===== config.mk =====
export PLATFORM = sky130hd
export DESIGN_NAME = dmem_arbiter_flat
export DESIGN_NICKNAME = d
export VERILOG_FILES = /design/src/rtl/dmem_arbiter_if.sv /design/src/rtl/dmem_arbiter.sv /design/src/flat_wrapper.sv
export SDC_FILE = /design/constraint.sdc
export NUM_CORES = 1
export LEC_CHECK = 0
export CAP_MARGIN = 20
export CORE_ASPECT_RATIO = 0.5
export CORE_UTILIZATION = 30
export DETAILED_ROUTE_END_ITERATION = 6
export GPL_TIMING_DRIVEN = 0
export MAX_ROUTING_LAYER = met4
export PLACE_DENSITY = 0.72
export SETUP_SLACK_MARGIN = 0.05
export SYNTH_ARGS = -nofsm -noshare
export SYNTH_HDL_FRONTEND = slang
export SYNTH_SLANG_ARGS = --single-unit

===== constraint.sdc =====
create_clock -name clk -period 5.3 [get_ports clk]
set_clock_uncertainty 0.15 [all_clocks]
set_input_delay 0.53 -clock clk [delete_from_list [all_inputs] [get_ports clk]]
set_output_delay 0.53 -clock clk [all_outputs]
set_load 0.01 [all_outputs]

===== src/rtl/dmem_arbiter_if.sv =====
// dmem_arbiter_if: requester ports C/A plus the single-port data memory bus
interface dmem_arbiter_if #(parameter int ADDR_W = 32);
  logic c_req, c_we, c_gnt, c_done, c_err, cpu_stall;
  logic [ADDR_W-1:0] c_addr;
  logic [31:0] c_wdata, c_rdata;
  logic a_req, a_we, a_gnt, a_done, a_err;
  logic [ADDR_W-1:0] a_addr;
  logic [31:0] a_wdata, a_rdata;
  logic mem_we, mem_re;
  logic [ADDR_W-1:0] mem_addr;
  logic [31:0] mem_wdata, mem_rdata;
  modport slave (
    input  c_req, c_we, c_addr, c_wdata, a_req, a_we, a_addr, a_wdata, mem_rdata,
    output c_gnt, c_done, c_rdata, c_err, cpu_stall, a_gnt, a_done, a_rdata, a_err,
           mem_we, mem_re, mem_addr, mem_wdata
  );
  modport master (
    output c_req, c_we, c_addr, c_wdata, a_req, a_we, a_addr, a_wdata, mem_rdata,
    input  c_gnt, c_done, c_rdata, c_err, cpu_stall, a_gnt, a_done, a_rdata, a_err,
           mem_we, mem_re, mem_addr, mem_wdata
  );
endinterface


===== src/rtl/dmem_arbiter.sv =====
// dmem_arbiter: shares the data memory between CPU port C and aux port A.
// DMEM_ARB_RR_EN selects round-robin; otherwise fixed priority with starvation escape.
module dmem_arbiter #(
  parameter int ADDR_W   = 32,
  parameter int DEPTH    = 512,
  parameter int MEM_LAT  = 1,
  parameter int MAX_WAIT = 4
) (
  input logic clk,
  input logic rst,
  dmem_arbiter_if.slave bus
);
  localparam int CW = MEM_LAT > 1 ? $clog2(MEM_LAT) : 1;
  localparam int SW = $clog2(MAX_WAIT + 1);
  typedef enum logic [1:0] {IDLE, ACCESS, DONE} state_t;
  state_t state, state_nx;
  logic owner, lat_we, lat_err, a_win, any_req, take, sel_we, sel_oor;
  logic [ADDR_W-1:0] lat_addr, sel_addr;
  logic [31:0] lat_wdata, sel_wdata, c_rdata_q, a_rdata_q;
  logic [CW-1:0] cnt;
  logic [SW-1:0] starve;
  assign any_req = bus.c_req | bus.a_req;
  assign take = state == IDLE && any_req;
`ifdef DMEM_ARB_RR_EN
  logic prio_a;
  assign a_win = bus.a_req & (~bus.c_req | prio_a);
  assign starve = '0;
  always_ff @(posedge clk or posedge rst)
    if (rst) prio_a <= 1'b0;
    else if (take) prio_a <= ~a_win;
`else
  assign a_win = bus.a_req & (~bus.c_req | starve == SW'(MAX_WAIT));
  // A can only lose while below MAX_WAIT, so the increment saturates by construction
  always_ff @(posedge clk or posedge rst)
    if (rst) starve <= '0;
    else if (take && bus.a_req) starve <= a_win ? '0 : starve + 1'b1;
`endif
  assign sel_we = a_win ? bus.a_we : bus.c_we;
  assign sel_addr = a_win ? bus.a_addr : bus.c_addr;
  assign sel_wdata = a_win ? bus.a_wdata : bus.c_wdata;
  assign sel_oor = sel_addr >= ADDR_W'(DEPTH);
  always_ff @(posedge clk or posedge rst)
    if (rst) state <= IDLE;
    else state <= state_nx;
  always_comb begin
    state_nx = state;
    bus.c_gnt = 1'b0;
    bus.a_gnt = 1'b0;
    bus.c_done = 1'b0;
    bus.a_done = 1'b0;
    bus.c_err = 1'b0;
    bus.a_err = 1'b0;
    bus.mem_we = 1'b0;
    bus.mem_re = 1'b0;
    if (take) begin
      state_nx = sel_oor ? DONE : ACCESS;
      bus.c_gnt = ~rst & ~a_win;
      bus.a_gnt = ~rst & a_win;
    end
    if (state == ACCESS) begin
      state_nx = cnt == '0 ? DONE : ACCESS;
      bus.mem_we = lat_we;
      bus.mem_re = ~lat_we;
    end
    if (state == DONE) begin
      state_nx = IDLE;
      bus.c_done = ~owner;
      bus.a_done = owner;
      bus.c_err = ~owner & lat_err;
      bus.a_err = owner & lat_err;
    end
  end
  always_ff @(posedge clk or posedge rst)
    if (rst) begin
      owner <= 1'b0;
      lat_we <= 1'b0;
      lat_err <= 1'b0;
      lat_addr <= '0;
      lat_wdata <= '0;
      cnt <= '0;
      c_rdata_q <= '0;
      a_rdata_q <= '0;
    end else begin
      if (take) begin
        owner <= a_win;
        lat_we <= sel_we;
        lat_err <= sel_oor;
        lat_addr <= sel_addr;
        lat_wdata <= sel_wdata;
        cnt <= CW'(MEM_LAT - 1);
        if (sel_oor && a_win) a_rdata_q <= '0;
        if (sel_oor && !a_win) c_rdata_q <= '0;
      end
      if (state == ACCESS && cnt != '0) cnt <= cnt - 1'b1;
      if (state == ACCESS && cnt == '0 && !lat_we && owner) a_rdata_q <= bus.mem_rdata;
      if (state == ACCESS && cnt == '0 && !lat_we && !owner) c_rdata_q <= bus.mem_rdata;
    end
  assign bus.mem_addr = lat_addr;
  assign bus.mem_wdata = lat_wdata;
  assign bus.c_rdata = c_rdata_q;
  assign bus.a_rdata = a_rdata_q;
  assign bus.cpu_stall = bus.c_req & ~bus.c_done;
endmodule


===== src/flat_wrapper.sv =====
// flat-port wrapper written by rule: the top's interface ports become plain ports
module dmem_arbiter_flat 
#(
  parameter int ADDR_W   = 32,
  parameter int DEPTH    = 512,
  parameter int MEM_LAT  = 1,
  parameter int MAX_WAIT = 4
)
  (clk, rst, bus_c_req, bus_c_we, bus_c_addr, bus_c_wdata, bus_a_req, bus_a_we, bus_a_addr, bus_a_wdata, bus_mem_rdata, bus_c_gnt, bus_c_done, bus_c_rdata, bus_c_err, bus_cpu_stall, bus_a_gnt, bus_a_done, bus_a_rdata, bus_a_err, bus_mem_we, bus_mem_re, bus_mem_addr, bus_mem_wdata);
  dmem_arbiter_if #(.ADDR_W(ADDR_W)) bus_i ();
  input logic clk;
  input logic rst;
  input wire logic [$bits(bus_i.c_req)-1:0] bus_c_req;
  input wire logic [$bits(bus_i.c_we)-1:0] bus_c_we;
  input wire logic [$bits(bus_i.c_addr)-1:0] bus_c_addr;
  input wire logic [$bits(bus_i.c_wdata)-1:0] bus_c_wdata;
  input wire logic [$bits(bus_i.a_req)-1:0] bus_a_req;
  input wire logic [$bits(bus_i.a_we)-1:0] bus_a_we;
  input wire logic [$bits(bus_i.a_addr)-1:0] bus_a_addr;
  input wire logic [$bits(bus_i.a_wdata)-1:0] bus_a_wdata;
  input wire logic [$bits(bus_i.mem_rdata)-1:0] bus_mem_rdata;
  output wire logic [$bits(bus_i.c_gnt)-1:0] bus_c_gnt;
  output wire logic [$bits(bus_i.c_done)-1:0] bus_c_done;
  output wire logic [$bits(bus_i.c_rdata)-1:0] bus_c_rdata;
  output wire logic [$bits(bus_i.c_err)-1:0] bus_c_err;
  output wire logic [$bits(bus_i.cpu_stall)-1:0] bus_cpu_stall;
  output wire logic [$bits(bus_i.a_gnt)-1:0] bus_a_gnt;
  output wire logic [$bits(bus_i.a_done)-1:0] bus_a_done;
  output wire logic [$bits(bus_i.a_rdata)-1:0] bus_a_rdata;
  output wire logic [$bits(bus_i.a_err)-1:0] bus_a_err;
  output wire logic [$bits(bus_i.mem_we)-1:0] bus_mem_we;
  output wire logic [$bits(bus_i.mem_re)-1:0] bus_mem_re;
  output wire logic [$bits(bus_i.mem_addr)-1:0] bus_mem_addr;
  output wire logic [$bits(bus_i.mem_wdata)-1:0] bus_mem_wdata;
  assign bus_i.c_req = bus_c_req;
  assign bus_i.c_we = bus_c_we;
  assign bus_i.c_addr = bus_c_addr;
  assign bus_i.c_wdata = bus_c_wdata;
  assign bus_i.a_req = bus_a_req;
  assign bus_i.a_we = bus_a_we;
  assign bus_i.a_addr = bus_a_addr;
  assign bus_i.a_wdata = bus_a_wdata;
  assign bus_i.mem_rdata = bus_mem_rdata;
  assign bus_c_gnt = bus_i.c_gnt;
  assign bus_c_done = bus_i.c_done;
  assign bus_c_rdata = bus_i.c_rdata;
  assign bus_c_err = bus_i.c_err;
  assign bus_cpu_stall = bus_i.cpu_stall;
  assign bus_a_gnt = bus_i.a_gnt;
  assign bus_a_done = bus_i.a_done;
  assign bus_a_rdata = bus_i.a_rdata;
  assign bus_a_err = bus_i.a_err;
  assign bus_mem_we = bus_i.mem_we;
  assign bus_mem_re = bus_i.mem_re;
  assign bus_mem_addr = bus_i.mem_addr;
  assign bus_mem_wdata = bus_i.mem_wdata;
  dmem_arbiter #(.ADDR_W(ADDR_W), .DEPTH(DEPTH), .MEM_LAT(MEM_LAT), .MAX_WAIT(MAX_WAIT)) u_core (.clk(clk), .rst(rst), .bus(bus_i));
endmodule

==> impl_metrics.json, run 1 <==
{
  "crit_path_setup_slack_layout_ns": 1.965,
  "cellLeakagePower_uw": 0.004148,
  "worstSetupStartpointType": "primary input",
  "final_antenna_net_count": 0,
  "synth-seq-cells": 137,
  "synthDominantAreaCellType": "dfrtp_1",
  "initial_core_util_pct": 31.41,
  "final_period_minus_worst_setup_slack_ns": 3.335,
  "path_delay_family": "buffers and inverters",
  "synth_top_flop_cell": "dfrtp_1",
  "detailedRoute.firstIterationViolations": 341,
  "clock-root-buffer": "clkbuf_16",
  "globalRouteOverflowTotal": 0,
  "synth_cell_types": 41,
  "ff2ff_path_depth": 7,
  "critical_path.reg2reg.startpoint": "u_core.state[0]$_DFFE_PP0P_",
  "worst-r2r-setup-slack_ns": 2.84,
  "overall_global_routing_resource_usage_pct": 20.83,
  "synth_area_per_cell_um2": 8.765,
  "antenna_cells_inserted": 0,
  "netlist.area_leader.share_pct": 54.70,
  "cts-root-to-sink-buffers": 2,
  "post_cts_resize_count": 0,
  "numPortBuffers": 302,
  "crit_buf_inv": 3,
  "grt_pass1_wl_um": 33800,
  "hold_path_class": "flip-flop to flip-flop",
  "globalplace.congestion": 0.8497,
  "first_global_vias": 6343,
  "post-place-cells": 1284,
  "cp.arrival_ns": 2.66,
  "vias": 6347,
  "critical_path_class": "primary input to output port",
  "critical_path.reg2reg.endpoint": "u_core.bus.mem_addr[12]$_DFFE_PP0P_",
  "areal_power_density_over_the_cells_nw_per_um2": 417.5,
  "detailedRoute.firstPassIterationCount": 7,
  "maxSlewViolCount": 0,
  "yosysMostFrequentCell": "nand2_1",
  "postSynth.asyncResetShare_pct": 100.0,
  "synth_enable_flop_cells": 0,
  "rsz0062_at_grt": "false",
  "worst_min_delay_path_startpoint": "u_core.starve[2]$_DFFE_PP0P_",
  "critPathSlowestCell": "clkdlybuf4s50_1",
  "max_slew.worst_pin.slew_ns": 0.6722,
  "dp_hpwl_um": 16360,
  "postPlaceCellArea_um2": 9656,
  "clock_tree_from_tritoncts": "yes",
  "cpMostUsedCell": "clkdlybuf4s50_1",
  "insertion_delay_ns": 0.41,
  "synthesis.instances": 715,
  "avgViaCountPerCell": 4.823,
  "worst-path-max-fanout": 10,
  "grt_antenna_before_repair": 0,
  "post_synth_most_frequent_cells": "260 x nand2_1, 137 x dfrtp_1, 71 x nor2_1",
  "finalSetupTns_ns": 0,
  "max_freq_ghz": 0.2998,
  "finalHoldViolations": 0,
  "rows": 36,
  "timing.hold.worst_path_depth": 1,
  "cts_post_setup_buffers_inserted": 0,
  "synth.yosys.seq_area_share_pct": 54.70,
  "cts.reportedPaths.clkPinSlew_ns": 0.06,
  "run_status": "finished with violations",
  "chipWidth_um": 206.4,
  "relSlewSlack_pct": 54.77,
  "ctsHoldBuffers": 0,
  "die-area_um2": 21510,
  "max-cap-violations": 0,
  "post-route-period-util_pct": 62.93,
  "fin_nets": 1208,
  "ys.warnings.count": 0,
  "final.fill_count": 1828,
  "post-route-drc-count": 20,
  "die_h_um": 104.2,
  "postRouteWirelength_um": 21610,
  "crit_path_end_kind": "output port",
  "peakVddDrop_v": 0.0002221,
  "core_um2": 19950,
  "worst_path_largest_cell_delay_ns": 0.60,
  "layout_overhead_on_the_synthesized_area_pct": 63.86,
  "pin_count_of_the_biggest_net_entering_global_routing": 89,
  "finalNonFillerCells": 1316,
  "power.total_uw": 4287,
  "drive_above_1_share_pct": 7.905,
  "path_depth": 6,
  "timing.critical_path.cells": "clkdlybuf4s50_1 -> a21bo_1 -> and2_1 -> clkbuf_1 -> nor3_1 -> clkdlybuf4s50_1",
  "synth.area.top_cells": "dfrtp_1 55%, nand2_1 16%, a31oi_1 6.3%, nor2_1 4.3%, a21oi_2 4.2%",
  "synth_area_um2": 6267,
  "synthesized_nets": 886,
  "cts_buffers": 17,
  "wl_per_cell_um": 16.42,
  "cts_max_level": 4,
  "cts.sinks": 137,
  "report.final.setup_viol": 0,
  "layout.cell_area.non_filler_um2": 10270,
  "hold-path-endpoint": "u_core.starve[2]$_DFFE_PP0P_",
  "worstPathRequired_ns": 4.62,
  "failing_checks": "design-rule violations",
  "preCtsSetupSlack_ns": 1.984,
  "pin_count": 303
}
==> placed cells by master (no fill, tap or decap), types with 2 or more instances in the layout <==
cell,instances
a21o_1,2
a21oi_1,34
a21oi_2,30
a31oi_1,63
and2_1,4
and3_1,3
buf_1,2
buf_2,10
buf_6,3
bufinv_16,3
clkbuf_1,35
clkbuf_16,17
clkbuf_8,3
clkdlybuf4s50_1,302
clkinv_2,4
clkinv_4,2
dfrtp_1,137
ha_1,5
inv_1,4
inv_6,2
mux2i_1,2
nand2_1,260
nand4_1,3
nor2_1,71
nor2b_1,3
nor3_1,8
nor3b_1,3
nor4_1,8
o21a_1,2
o21ai_0,4
o31ai_1,2
==> state kept, by name, indices dropped and copies added, names as in the netlist <==
signal and flops:
u_core.bus.a_rdata 32, u_core.bus.c_rdata 32, u_core.bus.mem_addr 32, u_core.bus.mem_wdata 32, u_core.starve 3, u_core.state 2, u_core.cnt 1, u_core.lat_err 1
u_core.lat_we 1, u_core.owner 1
==> stage by stage <==
step	hold WS (ns)	utilization, %
floorplan	0.3052	-
finish	0.3624	51.47
detailed placement	0.3601	48.39
global route	0.4005	51.47
CTS	0.3628	51.47
global placement	0.3369	48.23
==> power breakdown <==
group,switching [uW],internal [uW]
clock network,463,778
logic,762,797
registers,169,1320
total,1390,2890
==> cell type report <==
class	instances	area, um^2	share of cell area (%)
clock inverters	11	143.9	1.401
inverters	5	23.77	0.2315
flip-flops and latches	137	3428	33.38
clock buffers	21	470.5	4.581
multi-input cells	523	2596	25.28
well taps	266	332.8	3.241
plain buffers	50	224.0	2.181
repair buffers	303	3050	29.70
==> routing by layer <==
layer / routed length, um / global-route usage (%) / vias to the layer above
li1: - / - / 3038
met1: 9671 / 26.83 / 3096
met2: 10570 / 33.06 / 186
met3: 1022 / 4.104 / 27
met4: 348 / 6.145 / 0
met5: 0 / - / -
==> cell families (layout without fill, tap and decap cells) <==
logic type	after synthesis	after routing	share of synthesized area, %
multiplexers	2	2	0.3194
buffers and inverters	55	390	3.873
AND/OR/NAND/NOR	373	373	24.76
adder cells (fa/ha/maj)	5	5	0.9982
flip-flops	137	137	54.70
AO/OA/AOI/OAI	143	143	15.35
==> worst max path at each step <==
stage / startpoint / endpoint / slack, ns
6_report: bus_c_req / bus_c_gnt / 1.96
5_1_grt: bus_c_req / bus_c_gnt / 1.82
4_1_cts: bus_c_req / bus_c_gnt / 1.96
3_5_place_dp: bus_c_req / bus_c_gnt / 1.98
3_3_place_gp: rst / u_core.bus.mem_addr[23]$_DFFE_PP0P_ / -1.10
2_1_floorplan: rst / u_core.bus.a_rdata[0]$_DFFE_PP0P_ / 0.95
(Power assumes the default switching activity.)
==> run 2: changes to the inputs <==
--- a/config.mk
+++ b/config.mk
@@ -11,7 +11,7 @@
 export DETAILED_ROUTE_END_ITERATION = 6
 export GPL_TIMING_DRIVEN = 0
 export MAX_ROUTING_LAYER = met4
-export PLACE_DENSITY = 0.72
+export PLACE_DENSITY = 0.75
 export SETUP_SLACK_MARGIN = 0.05
 export SYNTH_ARGS = -nofsm -noshare
 export SYNTH_HDL_FRONTEND = slang
==> constraint.sdc (replaced) <==
create_clock -name clk -period 2.8 [get_ports clk]
set_clock_uncertainty 0.15 [all_clocks]
set_input_delay 0.28 -clock clk [delete_from_list [all_inputs] [get_ports clk]]
set_output_delay 0.28 -clock clk [all_outputs]
set_load 0.01 [all_outputs]
==> run 2 against run 1 <==
Against the previous run:
- critical endpoint is now bus_c_err
- clock-buffer cell count is 3 lower
- worst hold slack worse by 0.12 ns
- largest cell class unchanged
- utilization is 0.21 points higher
- first-iteration DRC count is 30% higher
- setup slack worse by 1.7 ns
- via count is 0.82% higher
- global-route usage hardly changed
- cell area is 0.40% higher
- the run still ends with design-rule violations left
- power is 91% higher
- critical path depth is 1 lower
==> impl_metrics.json, run 2 (synthesis results as in run 1) <==
{
  "run_status": "finished with violations",
  "failing_checks": "design-rule violations",
  "insertion_delay_ns": 0.41,
  "pin_count_of_the_biggest_net_entering_global_routing": 44,
  "numPortBuffers": 302,
  "worstSetupStartpointType": "flip-flop",
  "cts.reportedPaths.clkPinSlew_ns": 0.06,
  "maxSlewViolCount": 0,
  "p_sw_share_pct": 32.82,
  "detailedRoute.firstPassIterationCount": 7,
  "avgViaCountPerCell": 4.859,
  "grt_busiest_layer": "met2",
  "global_routing_met2_resource_utilization_pct": 33.97,
  "detailedRoute.firstIterationViolations": 442,
  "max_slew.worst_pin.slew_ns": 0.7352,
  "max_freq_ghz": 0.3919,
  "die_h_um": 104.2,
  "timing.critical_path.cells": "inv_1 -> ha_1 -> nor2b_1 -> and2_1 -> clkdlybuf4s50_1",
  "rows": 36,
  "leading_cell_type_in_the_layout_fill_and_taps_excluded": "clkdlybuf4s50_1",
  "first_global_vias": 6201,
  "core_um2": 19950,
  "postLayoutCoreUtil_pct": 51.67,
  "peakVddDrop_v": 0.0004344,
  "initial_core_util_pct": 31.41,
  "ctsHoldBuffers": 0,
  "chipWidth_um": 206.4,
  "post-route-period-util_pct": 91.12,
  "drive_above_1_share_pct": 8.183,
  "areal_power_density_over_the_cells_nw_per_um2": 794.6,
  "grt_pass1_wl_um": 34000,
  "relSlewSlack_pct": 50.89,
  "hold_path_class": "primary input to asynchronous set/reset pin",
  "final_period_minus_worst_setup_slack_ns": 2.551,
  "share_seq_of_total_power_pct": 34.6,
  "cts_max_level": 4,
  "layout_overhead_on_the_synthesized_area_pct": 64.52,
  "wl_per_cell_um": 16.47,
  "path_delay_family": "buffers and inverters",
  "internal-power_uw": 5504,
  "netSwitchingPower_uw": 2689,
  "die-area_um2": 21510,
  "postPlaceCellArea_um2": 9687,
  "final.fill_count": 1890,
  "cellLeakagePower_uw": 0.004152,
  "grt_antenna_before_repair": 0,
  "antenna_cells_inserted": 0,
  "crit_path_end_kind": "output port",
  "cp.arrival_ns": 2.12,
  "clock-root-buffer": "clkbuf_16",
  "clock_power_share_pct": 29.3,
  "vias": 6399,
  "rsz0062_at_grt": "false",
  "overall_global_routing_resource_usage_pct": 20.82,
  "pin_count": 303,
  "dp_hpwl_um": 16750,
  "critical_path_class": "flip-flop to output port",
  "comb_power_share_pct": 36.0,
  "cts_post_setup_buffers_inserted": 0,
  "use_met1_pct": 26.82,
  "final_antenna_net_count": 0,
  "layout_common_cells": "301 x clkdlybuf4s50_1, 260 x nand2_1, 137 x dfrtp_1",
  "cts-root-to-sink-buffers": 2,
  "worst-path-max-fanout": 6,
  "finalHoldViolations": 0,
  "finalSetupTns_ns": 0,
  "postRouteWirelength_um": 21690,
  "power.total_uw": 8193,
  "post-route-drc-count": 18,
  "worst_path_largest_cell_delay_ns": 0.53,
  "grt_util_met3_pct": 3.289,
  "cts.sinks": 137,
  "layout.cell_area.non_filler_um2": 10310,
  "crit_buf_inv": 2,
  "critPathSlowestCell": "clkdlybuf4s50_1",
  "worstPathRequired_ns": 2.37,
  "globalplace.congestion": 0.8860,
  "report.final.setup_viol": 0,
  "max-cap-violations": 0,
  "fin_nets": 1209,
  "globalRouteOverflowTotal": 0,
  "clock_tree_from_tritoncts": "yes",
  "cts_buffers": 17
}
-- run 2: cell types whose count changed in the layout (fill, tap and decap cells not counted), moves of 2 or more --
cell,delta
clkinv_2,-3
clkinv_4,+2
clkbuf_8,-3
buf_12,+3
clkinvlp_4,+4
-- run 2: worst paths after layout --
kind	cells past startpoint	from	end	slack, ns
min in group clk	3	bus_a_addr[6]	u_core.bus.mem_addr[6]$_DFFE_PP0P_	0.28
min reg2reg	2	u_core.bus.a_rdata[10]$_DFFE_PP0P_	u_core.bus.a_rdata[10]$_DFFE_PP0P_	0.37
max reg2reg	7	u_core.state[1]$_DFFE_PP0P_	u_core.bus.mem_addr[7]$_DFFE_PP0P_	0.34
min	2	rst	u_core.bus.mem_wdata[19]$_DFFE_PP0P_	0.25
max in group asynchronous	4	rst	u_core.bus.a_rdata[14]$_DFFE_PP0P_	1.35
max	5	u_core.state[0]$_DFFE_PP0P_	bus_c_err	0.25
-- run 2: per-layer routing --
metal  share of wire, %  vias up
met5                  0        -
met4                1.4        0
met3                5.2       24
met2                 51      209
met1                 43     3125
li1                   -     3041
-- run 2: final cells by class --
class | instances | area [um^2] | area share (%)
Buffer | 49 | 220.2 | 2.136
Clock buffer | 18 | 429.2 | 4.162
Clock inverter | 14 | 198.9 | 1.929
Inverter | 5 | 22.52 | 0.2184
Multi-Input combinational cell | 523 | 2597 | 25.19
Sequential cell | 137 | 3428 | 33.25
Tap cell | 266 | 332.8 | 3.228
Timing Repair Buffer | 305 | 3082 | 29.89
-- run 2: metrics by stage --
step	setup WS [ns]	std cells	hold slack (ns)
2_1_floorplan	0.6629	715	0.2603
3_3_place_gp	-0.6294	1283	0.3414
3_5_place_dp	-0.03039	1286	0.3669
4_1_cts	0.2496	1317	0.2510
5_1_grt	0.1058	1317	0.2669
6_report	0.2486	1317	0.2457
-- run 2: worst register-to-register path: stages (launching register included) --
cell	delay, ns
dfrtp_1	0.41
inv_1	0.10
ha_1	0.22
o21a_1	0.26
clkbuf_1	0.43
clkbuf_1	0.53
nor2_1	0.08
a31oi_1	0.20
-- run 2: timing repair --
item	in CTS	in global routing
endpoints found under the hold margin	0	0
gates resized for setup	2	0
endpoints found under the setup margin	1	0
-- run 2: power by group through the flow --
stage	combinational, uW	sequential, uW	clock, uW
after floorplan	1080	3030	0
after global placement	2920	2830	0
after detailed placement	2970	2860	0
after CTS	2970	2830	2460
after global routing	3190	2900	2540
final	2950	2840	2400
